--- src/rtl/hex_entry_pkg.sv ---
// hex_entry_pkg: shared types and constants for the hex entry controller.
package hex_entry_pkg;

    localparam int NIBBLE = 4;

    typedef enum logic {
        EDIT,
        PEND
    } state_t;

    typedef enum logic [2:0] {
        ACT_NONE,
        ACT_COMMIT,
        ACT_INC,
        ACT_DEC,
        ACT_LEFT,
        ACT_RIGHT
    } act_t;

endpackage

--- src/rtl/hex_entry_action_sel.sv ---
// hex_entry_action_sel: priority-encodes button pulses into one action per cycle.
//   state                      : controller state; pulses only act in EDIT
//   up_p/dn_p/lf_p/rt_p/ctr_p  : one-cycle press pulses
//   act                        : selected action (ctr > up > dn > lf > rt)
module hex_entry_action_sel
    import hex_entry_pkg::*;
(
    input  state_t state,
    input  logic   up_p,
    input  logic   dn_p,
    input  logic   lf_p,
    input  logic   rt_p,
    input  logic   ctr_p,
    output act_t   act
);

    always_comb begin
        act = (state != EDIT) ? ACT_NONE   :
              ctr_p           ? ACT_COMMIT :
              up_p            ? ACT_INC    :
              dn_p            ? ACT_DEC    :
              lf_p            ? ACT_LEFT   :
              rt_p            ? ACT_RIGHT  : ACT_NONE;
    end

endmodule

--- src/rtl/hex_entry_ctrl.sv ---
// hex_entry_ctrl: button-driven hex value editor with valid/ready commit.
//   clk, rst_n           : clock, async active-low reset (sync release upstream)
//   up_p/dn_p            : increment/decrement digit under cursor (mod 16)
//   lf_p/rt_p            : move cursor toward MSD/LSD with wraparound
//   ctr_p                : commit value; locks edits until commit_ready
//   value, cursor        : live edit register and selected digit (0 = LSD)
//   commit_valid/_data   : pending commit and its held payload
//   commit_ready         : consumer accepts commit_data
//   busy                 : high while a commit is pending
//   blink_mask           : one-hot blank mask, active only with HEX_ENTRY_BLINK_EN
module hex_entry_ctrl
    import hex_entry_pkg::*;
#(
    parameter int                    DIGITS     = 8,
    parameter logic [4*DIGITS-1:0]   INIT_VALUE = '0,
    parameter int                    BLINK_BITS = 24,
    localparam int                   CW         = $clog2(DIGITS)
) (
    input  logic                     clk,
    input  logic                     rst_n,
    input  logic                     up_p,
    input  logic                     dn_p,
    input  logic                     lf_p,
    input  logic                     rt_p,
    input  logic                     ctr_p,
    output logic [4*DIGITS-1:0]      value,
    output logic [CW-1:0]            cursor,
    output logic                     commit_valid,
    output logic [4*DIGITS-1:0]      commit_data,
    input  logic                     commit_ready,
    output logic                     busy,
    output logic [DIGITS-1:0]        blink_mask
);

    localparam logic [CW-1:0] LAST = CW'(DIGITS - 1);

    state_t                state_q, state_d;
    logic [4*DIGITS-1:0]   value_q, value_d;
    logic [4*DIGITS-1:0]   commit_data_q, commit_data_d;
    logic [CW-1:0]         cursor_q, cursor_d;
    act_t                  act;

    hex_entry_action_sel u_sel (
        .state (state_q),
        .up_p  (up_p),
        .dn_p  (dn_p),
        .lf_p  (lf_p),
        .rt_p  (rt_p),
        .ctr_p (ctr_p),
        .act   (act)
    );

    always_comb begin
        state_d       = state_q;
        value_d       = value_q;
        cursor_d      = cursor_q;
        commit_data_d = commit_data_q;
        case (act)
            ACT_COMMIT: begin
                commit_data_d = value_q;
                state_d       = PEND;
            end
            ACT_INC:   value_d[cursor_q*NIBBLE +: NIBBLE] = value_q[cursor_q*NIBBLE +: NIBBLE] + 4'd1;
            ACT_DEC:   value_d[cursor_q*NIBBLE +: NIBBLE] = value_q[cursor_q*NIBBLE +: NIBBLE] - 4'd1;
            ACT_LEFT:  cursor_d = (cursor_q == LAST) ? '0 : cursor_q + CW'(1);
            ACT_RIGHT: cursor_d = (cursor_q == '0) ? LAST : cursor_q - CW'(1);
            default: ;
        endcase
        // Handshake completes only in PEND; any pulse this cycle was already masked.
        if (state_q == PEND && commit_ready)
            state_d = EDIT;
    end

    always_ff @(posedge clk or negedge rst_n) begin
        if (!rst_n) begin
            state_q       <= EDIT;
            value_q       <= INIT_VALUE;
            cursor_q      <= '0;
            commit_data_q <= INIT_VALUE;
        end else begin
            state_q       <= state_d;
            value_q       <= value_d;
            cursor_q      <= cursor_d;
            commit_data_q <= commit_data_d;
        end
    end

    // commit_valid is exactly "in PEND", so it drops with the async reset.
    assign value        = value_q;
    assign cursor       = cursor_q;
    assign commit_data  = commit_data_q;
    assign commit_valid = (state_q == PEND);
    assign busy         = (state_q == PEND);

`ifdef HEX_ENTRY_BLINK_EN
    logic [BLINK_BITS-1:0] cnt_q, cnt_d;

    // Edits restart the blink period so the touched digit is visible at once.
    always_comb begin
        cnt_d = (act == ACT_INC || act == ACT_DEC || act == ACT_LEFT || act == ACT_RIGHT)
              ? '0 : cnt_q + BLINK_BITS'(1);
    end

    always_ff @(posedge clk or negedge rst_n) begin
        if (!rst_n)
            cnt_q <= '0;
        else
            cnt_q <= cnt_d;
    end

    assign blink_mask = (cnt_q[BLINK_BITS-1] && state_q == EDIT) ? (DIGITS'(1) << cursor_q) : '0;
`else
    // No blink counter in this build; the mask stays low.
    assign blink_mask = DIGITS'(0 * BLINK_BITS);
`endif

endmodule

--- config.mk ---
export PLATFORM = sky130hd
export DESIGN_NAME = hex_entry_ctrl
export DESIGN_NICKNAME = d
export VERILOG_FILES = /design/src/rtl/hex_entry_pkg.sv /design/src/rtl/hex_entry_action_sel.sv /design/src/rtl/hex_entry_ctrl.sv
export SDC_FILE = /design/constraint.sdc
export NUM_CORES = 1
export LEC_CHECK = 0
export ABC_AREA = 1
export BUFFER_PORTS_ARGS = -buffer_cell sky130_fd_sc_hd__buf_4
export CORE_MARGIN = 5
export CORE_UTILIZATION = 58
export DETAILED_ROUTE_END_ITERATION = 12
export PLACE_DENSITY = 0.9
export SLEW_MARGIN = 10
export SYNTH_ARGS = -nofsm -noshare
export SYNTH_HDL_FRONTEND = slang
export SYNTH_HIERARCHICAL = 1
export SYNTH_SLANG_ARGS = --single-unit
--- constraint.sdc ---
create_clock -name clk -period 5.4 [get_ports clk]
set_input_delay 1.62 -clock clk [delete_from_list [all_inputs] [get_ports clk]]
set_output_delay 1.62 -clock clk [all_outputs]
set_load 0.01 [all_outputs]
==> After elaboration in Yosys (flattened, before gate mapping) <==
Cells that the tools add are included.
{ "totals": {"regBits": 68, "input_bits": 8, "out_inout_bits": 77, "elab_cells": 38} }
{ "op_classes": {"n_addsub": 5, "n_eq_ne": 6, "shifts": 4, "muxes": 14, "n_reduce_logical": 5} }
{ "op_table": {"columns": ["op", "count"], "rows": [
  ["$shiftx 4x34->32", 2],
  ["$bwmux 32", 2],
  ["$pmux 32 s2", 1],
  ["$neg 5->34", 1],
  ["$shift 4x34->32 const A", 1],
  ["$shiftx 32x6->4", 1],
  ["$mux 3", 8],
  ["$eq 3x3->1 const B", 3],
  ["$eq 3x2->1 const B", 2],
  ["$pmux 3 s2", 1],
  ["$reduce_bool 2->1", 3],
  ["$add 4x1->4 const B", 1],
  ["$sub 4x1->4 const B", 1],
  ["$add 3x1->3 const B", 1],
  ["$eq 3x1->1 const B", 1],
  ["$logic_not 3->1", 1],
  ["$sub 3x1->3 const B", 1],
  ["$mux 1", 2],
  ["$logic_and 1x1->1", 1]
]} }

==> Depth between registers and ports, before layout <==
Gate-level depths: netlist of the first run.
{ "logic_depth": {"word_depth": 9, "ltp_mapped": 14, "depth_no_buf": 13} }

==> Cells and area by module <==
The synthesis of the first run kept the hierarchy.
{ "modules_own_cells": {"columns": ["mod", "instances", "cells_each", "area_each_um2", "seq_area_each_um2"], "rows": [
  ["hex_entry_ctrl", 1, 424, 3428.3, 1701.6],
  ["hex_entry_action_sel", 1, 12, 57.6, 0.0]
]} }

==> Worst setup path before layout of the first run <==
OpenSTA, ideal clock, no wires.
{ "synth_timing": {"path_kind": "input to register", "start": "in lf_p", "end": "reg value_q[15] (netlist: value[15])", "setup_ps": 73, "t_arrival_ps": 2882, "path_slack_ps": 2445, "path_stages": 13, "n_path_buf": 0, "cell_sequence": "inv_1 > nand2_1 > nand2_1 > nand2_1 > a21oi_1 > nand3_1 > inv_1 > nand2_1 > nand2_1 > nand2_1 > nand2_2 > nand3_2 > a21oi_2"} }
{ "synth_via": {"elab_chain_cells": 7} }
{ "synth_rtl": {"columns": ["item", "line_no", "rtl"], "rows": [
  ["start: declaration", "hex_entry_ctrl.sv:23", "input logic lf_p,"],
  ["$mux 3 (*)", "hex_entry_action_sel.sv:22", "lf_p ? ACT_LEFT :"],
  ["$mux 3 (*)", "hex_entry_action_sel.sv:21", "dn_p ? ACT_DEC :"],
  ["$mux 3 (*)", "hex_entry_action_sel.sv:20", "up_p ? ACT_INC :"],
  ["$mux 3 (*)", "hex_entry_action_sel.sv:19", "ctr_p ? ACT_COMMIT :"],
  ["$mux 3 (*)", "hex_entry_action_sel.sv:18", "act = (state != EDIT) ? ACT_NONE :"],
  ["via act[0]", "hex_entry_ctrl.sv:41", "act_t act;"],
  ["$eq 3x2->1", "hex_entry_ctrl.sv:58", "case (act)"],
  ["$pmux 32 s2 / $reduce_bool 2->1 (equally long branches)", null, null],
  ["end signal: assignment", "hex_entry_ctrl.sv:82", "value_q <= value_d;"],
  ["end: declaration", "hex_entry_ctrl.sv:38", "logic [4*DIGITS-1:0] value_q, value_d;"]
]} }
Mark *: on every way through the listed nets, which the timed path passes. The rest lies on a longest branch.
A chain may end at the register's enable or synchronous reset.

==> Worst setup path in the final report of the first run <==
{ "layout_timing": {"start": "in lf_p", "end": "reg commit_data_q[13] (netlist: commit_data[13])"} }
{ "layout_via": {"elab_chain_cells": 6} }
{ "layout_rtl": {"columns": ["item", "line_no", "rtl"], "rows": [
  ["$mux 3", "hex_entry_action_sel.sv:22", null],
  ["$mux 3", "hex_entry_action_sel.sv:21", null],
  ["$mux 3", "hex_entry_action_sel.sv:20", null],
  ["$mux 3", "hex_entry_action_sel.sv:19", null],
  ["$mux 3", "hex_entry_action_sel.sv:18", null],
  ["via act[0]", "hex_entry_ctrl.sv:41", null],
  ["$eq 3x1->1", "hex_entry_ctrl.sv:58", null],
  ["end signal: assignment", "hex_entry_ctrl.sv:84", "commit_data_q <= commit_data_d;"],
  ["end: declaration", "hex_entry_ctrl.sv:39", "logic [4*DIGITS-1:0] commit_data_q, commit_data_d;"]
]} }
The timed path passes the listed nets, and every way through them passes these cells.

==> results of run 1 <==
[cell usage in the layout (no fill, tap or decap), types with 4 or more instances in the layout]
master,n
ha_1,9
nor3_1,9
nor2_1,14
o21ai_1,7
dfrtp_1,68
o21ai_2,4
nand3_2,4
conb_1,8
a21oi_1,12
buf_4,76
inv_1,60
nand2_1,121
nand3_1,25
o21ai_0,53
nand2_2,6
clkbuf_8,9
[stage by stage]
| stage | hold slack (ns) | util |
|---|---|---|
| floorplan | 0.5187 | - |
| global placement | 0.4675 | 0.6884 |
| detailed placement | 0.4749 | 0.6884 |
| CTS | 0.4939 | 0.7292 |
| global route | 0.5211 | 0.7292 |
| finish | 0.4917 | 0.7292 |
[tightest hold or removal path: stages (launching register included)]
cell and delay, ns:
dfrtp_1 0.35, nand2_1 0.05, o21ai_0 0.06
[power groups by stage]
stage / Sequential, mW / Clock (mW) / Combinational [mW]
CTS: 0.952 / 0.514 / 1.66
finish: 0.955 / 0.514 / 1.66
global placement: 0.948 / 0 / 1.61
global route: 0.988 / 0.540 / 1.85
detailed placement: 0.959 / 0 / 1.64
floorplan: 1.00 / 0 / 0.933
[cells by family after synthesis]
group | Yosys count | share of synthesized area
other | 1 | 0.001076
and+or+nand+nor | 186 | 0.2312
muxes | 3 | 0.008615
adders and majority gates | 9 | 0.03230
xor gates and xnor gates | 3 | 0.007539
buffers and inverters | 85 | 0.1062
AOI/OAI and AO/OA | 81 | 0.1249
DFF | 68 | 0.4882
[area by class of cell]
type,instances,area share
timing repair buffer,76,0.1329
clock buffer,10,0.02974
inverter,64,0.05598
clock inverter,6,0.02624
multi-input combinational,290,0.3367
sequential,68,0.3965
tap,75,0.02187
[how the worst max path moves through the flow]
stage / start / end / cells past startpoint / slack [ns]
final: lf_p / commit_data[13] / 9 / 1.81
after detailed placement: lf_p / commit_data[22] / 8 / 1.47
after floorplan: lf_p / value[15] / 13 / 2.44
after global routing: lf_p / commit_data[11] / 8 / 1.52
after global placement: lf_p / commit_data[15] / 8 / 1.72
after CTS: lf_p / commit_data[13] / 9 / 1.78
[routing by layer]
layer	routed length, µm	up-vias	track usage
met4	248	0	0.1158
li1	-	1514	-
met5	0	-	0
met2	4447	161	0.4103
met3	756	28	0.04068
met1	3868	1492	0.3538
==> results.json, run 1 <==
{
  "status": "completed",
  "worst_path_max_delay_cell": "nand3_2",
  "synth-edff-count": 0,
  "relSlewSlack": 0.2972,
  "place_ws_ns": 1.475,
  "crit_path_start_kind": "input pin",
  "stdcell_count": 589,
  "grt_pass1_wl_um": 15130,
  "drc_errors": 0,
  "fp.dieH_um": 87.53,
  "avgSynthCellArea_um2": 7.995,
  "area_growth_pct": 23.12,
  "critPathTopFamily": "simple AND/OR/NAND/NOR gates",
  "timing.fmax_ghz": 0.2782,
  "maxCapViolCount": 0,
  "period_share": 0.6657,
  "synth_cell_types": 29,
  "vias_per_cell": 5.424,
  "rsz0062_at_grt": "no",
  "grt_max_degree": 69,
  "worst_pin_slew_ns": 1.053,
  "p_clk_frac": 0.164,
  "r2r_slack_ns": 2.29,
  "period_needed_ns": 3.595,
  "syn_area_um2": 3486,
  "min_path_cells": 2,
  "final_cell_area_um2": 4292,
  "seqPwrFrac": 0.305,
  "pwr-share-comb": 0.531,
  "ys_ff_latch": 68,
  "synth-async-reset-ratio": 1.000,
  "worst_slack_ns": 1.805,
  "insertion_delay_ns": 0.35,
  "tns_ns": 0,
  "antenna_left": 0,
  "initial_utilization": 0.5923,
  "ys_warn_count": 6,
  "hp-class": "reg -> reg",
  "cts_hold_buf": 0,
  "peakVddDrop_mv": 0.4861,
  "yosysTopAreaCell": "dfrtp_1",
  "layout-drive-gt1-share": 0.2237,
  "routed_wl_um": 9320,
  "rr_worst_depth": 10,
  "cp.arrival_ns": 3.78,
  "crit_top_cell": "nand2_1",
  "multi_input_area_um2": 1445,
  "cts_tree": "yes",
  "clockBufferDepth": 2,
  "cp.required_ns": 5.58,
  "cts_resized": 0,
  "reg2reg_to": "value[21]",
  "synthTopCellsByArea": "dfrtp_1 (49%), nand2_1 (13%), o21ai_0 (7.6%), inv_1 (6.5%), nand3_1 (3.7%)",
  "ios": 85,
  "grt_pass1_vias": 3013,
  "place.gp.congestion": 0.9200,
  "place_hpwl_um": 6822,
  "h-tree-depth": 3,
  "slew_violations": 0,
  "leakage_nw": 2.282,
  "hold_start": "commit_data[8]",
  "fillCellCount": 474,
  "yosysMostFrequentCell": "nand2_1",
  "slowest_delay_ns": 0.90,
  "cp_cell_sequence": "buf_4 > inv_1 > nand2_1 > nand2_1 > nand2_1 > a21oi_1 > nand3_2 > nand2_1 > o21ai_0",
  "die_w_um": 87.53,
  "grt.overflow.total": 0,
  "track_usage": 0.2593,
  "worstSetupPathType": "in -> reg",
  "register_area_um2": 1702,
  "dp_cells": 573,
  "drt-initial-drc-count": 244,
  "cp_max_fo": 65,
  "cts_buffers": 9,
  "vias": 3195,
  "r2r-start": "cursor[0]",
  "p_sw_frac": 0.4650,
  "die-area_um2": 7661,
  "intPower_mw": 1.676,
  "core_area_um2": 5886,
  "diodes": 0,
  "synthCells": 436,
  "clock_skew_ns": 0.008797,
  "critPathBufInv": 2,
  "cts.sinks": 68,
  "end_kind": "flop",
  "netlist_top_cells_count": "nand2_1 (121), dfrtp_1 (68), inv_1 (60)",
  "power_mw": 3.132,
  "power_density_nw_per_um2": 729.9,
  "rows": 28,
  "place_area_um2": 4051,
  "firstDrtPassIters": 5,
  "worstHoldEndpoint": "commit_data[8]",
  "power.switching_mw": 1.457,
  "final_hold_viol_count": 0,
  "root_buffer": "clkbuf_8",
  "antenna_found_initial": 0,
  "ys_seq_area_frac": 0.4882,
  "synthFlopType": "dfrtp_1",
  "path_clk_slew_ns": 0.07,
  "setup_viol": 0,
  "port_buffers": 76,
  "synth_top_area_frac": 0.4882,
  "post_cts_buffers": 0,
  "wl_per_cell_um": 15.82,
  "nets": 526
}
(Power assumes the default switching activity.)
==> inputs of run 2 (changes only) <==
--- a/config.mk
+++ b/config.mk
@@ -5,12 +5,12 @@
 export SDC_FILE = /design/constraint.sdc
 export NUM_CORES = 1
 export LEC_CHECK = 0
-export ABC_AREA = 1
+export ABC_AREA = 0
 export BUFFER_PORTS_ARGS = -buffer_cell sky130_fd_sc_hd__buf_4
 export CORE_MARGIN = 5
-export CORE_UTILIZATION = 58
+export CORE_UTILIZATION = 48
 export DETAILED_ROUTE_END_ITERATION = 12
-export PLACE_DENSITY = 0.9
+export PLACE_DENSITY = 0.8
 export SLEW_MARGIN = 10
 export SYNTH_ARGS = -nofsm -noshare
 export SYNTH_HDL_FRONTEND = slang
==> constraint.sdc (replaced) <==
create_clock -name clk -period 2.9 [get_ports clk]
set_input_delay 0.87 -clock clk [delete_from_list [all_inputs] [get_ports clk]]
set_output_delay 0.87 -clock clk [all_outputs]
set_load 0.01 [all_outputs]
==> run 2 against run 1 <==
Combinational power is 9% higher. Hold slack better by 0.017 ns. Synthesized cell count is 31% lower. Critical endpoint is now value[9].
==> results.json, run 2 <==
{
  "status": "completed",
  "grt.overflow.total": 0,
  "slew_violations": 0,
  "cp_cell_sequence": "mux4_2 > mux2i_2 > ha_1 > xor2_1 > nor2_1 > mux2_2",
  "diodes": 0,
  "peakVddDrop_mv": 0.4606,
  "min_path_cells": 1,
  "worst_pin_slew_ns": 0.8274,
  "die_w_um": 94.56,
  "final_cell_area_um2": 4347,
  "worstSetupPathType": "reg -> reg",
  "insertion_delay_ns": 0.35,
  "clock_skew_ns": 0.009720,
  "synthFlopType": "dfrtp_1",
  "layout-drive-gt1-share": 0.3913,
  "synth_cell_types": 39,
  "cp.arrival_ns": 2.92,
  "drc_errors": 0,
  "syn_area_um2": 3432,
  "cts_buffers": 9,
  "r2r-start": "cursor[0]",
  "path_clk_slew_ns": 0.07,
  "hp-class": "reg -> reg",
  "rsz0062_at_grt": "no",
  "maxCapViolCount": 0,
  "post_cts_buffers": 0,
  "cts_hold_buf": 0,
  "worstHoldEndpoint": "commit_data[8]",
  "wl_per_cell_um": 17.65,
  "timing.fmax_ghz": 0.3712,
  "root_buffer": "clkbuf_8",
  "worst_path_max_delay_cell": "mux4_2",
  "clockBufferDepth": 2,
  "vias": 2701,
  "yosysTopAreaCell": "dfrtp_1",
  "reg2reg_to": "value[9]",
  "cts_tree": "yes",
  "die-area_um2": 8942,
  "ys_warn_count": 6,
  "cp.required_ns": 3.13,
  "synth_top_area_frac": 0.4958,
  "period_needed_ns": 2.694,
  "end_kind": "flop",
  "routed_wl_um": 8596,
  "port_buffers": 76,
  "nets": 403,
  "power_density_nw_per_um2": 947.2,
  "tns_ns": 0,
  "h-tree-depth": 3,
  "crit_path_start_kind": "flop",
  "cts.sinks": 68,
  "worst_slack_ns": 0.2063,
  "slowest_delay_ns": 0.56,
  "avgSynthCellArea_um2": 11.44,
  "initial_utilization": 0.4996,
  "ys_ff_latch": 68,
  "core_area_um2": 6869,
  "cp_max_fo": 10,
  "synthCells": 300,
  "final_hold_viol_count": 0,
  "relSlewSlack": 0.4484,
  "yosysMostFrequentCell": "dfrtp_1",
  "synthTopCellsByArea": "dfrtp_1 (50%), mux2_2 (12%), nand2_1 (4.3%), ha_1 (3.3%), mux4_2 (3.3%)",
  "firstDrtPassIters": 4,
  "grt_pass1_wl_um": 14280,
  "leakage_nw": 2.200,
  "place_area_um2": 4120,
  "rr_worst_depth": 6,
  "antenna_left": 0,
  "netlist_top_cells_count": "dfrtp_1 (68), nand2_1 (39), mux2_2 (36)",
  "drt-initial-drc-count": 261,
  "place.gp.congestion": 0.8981,
  "period_share": 0.9289,
  "track_usage": 0.2093,
  "ys_seq_area_frac": 0.4958,
  "r2r_slack_ns": 0.21,
  "place_ws_ns": 0.03284,
  "grt_pass1_vias": 2747,
  "synth-edff-count": 0,
  "rows": 30,
  "holdWs_ns": 0.5087,
  "vias_per_cell": 5.546,
  "final_cell_mix": "buf_4 (88), dfrtp_1 (67), nand2_1 (39), mux2_2 (36), nand3_1 (18)",
  "area_growth_pct": 26.65,
  "layout_commonest_cell": "buf_4",
  "synth-async-reset-ratio": 1.000,
  "ios": 85,
  "grt_max_degree": 69,
  "place_hpwl_um": 6170,
  "hold_start": "commit_data[8]",
  "antenna_found_initial": 0,
  "fp.dieH_um": 94.56,
  "setup_viol": 0
}
## run 2: cell count changes after synthesis, sizes merged, moves of 11 or more
| cell | before | now |
|---|---|---|
| o31ai | 0 | 12 |
| mux2 | 0 | 36 |
| o21ai | 64 | 17 |
| inv | 63 | 9 |
| nand3 | 29 | 18 |
| a21oi | 14 | 2 |
| nand2 | 127 | 39 |
## run 2: worst max-delay path by stage
stage,cells after the start,to,start
after floorplan,6,commit_data[10],lf_p
after global placement,6,value[13],cursor[0]
after detailed placement,8,value[18],dn_p
after CTS,6,value[18],cursor[0]
after global routing,6,value[9],cursor[0]
final,6,value[9],cursor[0]
## run 2: metal layers
metal | part of all wire | up-vias | track usage
li1 | - | 1244 | -
met1 | 0.41 | 1341 | 0.2730
met2 | 0.50 | 106 | 0.3422
met3 | 0.079 | 10 | 0.05498
met4 | 0.010 | 0 | 0.06611
met5 | 0 | - | 0
## run 2: area by class of cell
class	count	area, µm²
fill	550	2522
sequential	68	1703
multi-input combinational	210	1612
timing repair buffer	88	660.6
clock buffer	12	145.1
tap	96	120.1
clock inverter	4	72.57
inverter	9	33.78
## run 2: kinds of logic after synthesis
family | count (synthesis) | synth area share
AOI/OAI and AO/OA | 33 | 0.06088
muxes | 52 | 0.2056
adders and majority gates | 9 | 0.03281
other | 1 | 0.001093
buffers and inverters | 29 | 0.04776
xor gates and xnor gates | 2 | 0.005105
and+or+nand+nor | 106 | 0.1509
DFF | 68 | 0.4958
## run 2: stage by stage
| step | power, mW | util | cells |
|---|---|---|---|
| after global placement | 3.215 | 0.5998 | 471 |
| after global routing | 4.382 | 0.6328 | 487 |
| final | 4.117 | 0.6328 | 487 |
| after CTS | 4.117 | 0.6315 | 487 |
| after floorplan | 2.510 | - | 307 |
| after detailed placement | 3.256 | 0.5998 | 471 |
## run 2: timing repair
item                                   CTS  global route
setup endpoints to repair                0            11
resized for setup                        0             2
endpoints found under the hold margin    0             0
## run 2: critical path: cells and delay by family, from the launching register on
family	cells	cell delay (ns)
xor gates and xnor gates	1	0.43
adders and majority gates	1	0.32
DFF	1	0.53
muxes	3	1.17
and+or+nand+nor	1	0.12
## run 2: power by group
part	total, mW	switching, mW	internal [mW]
sequential	1.45	0.259	1.19
clock	0.856	0.349	0.507
combinational	1.81	0.985	0.827
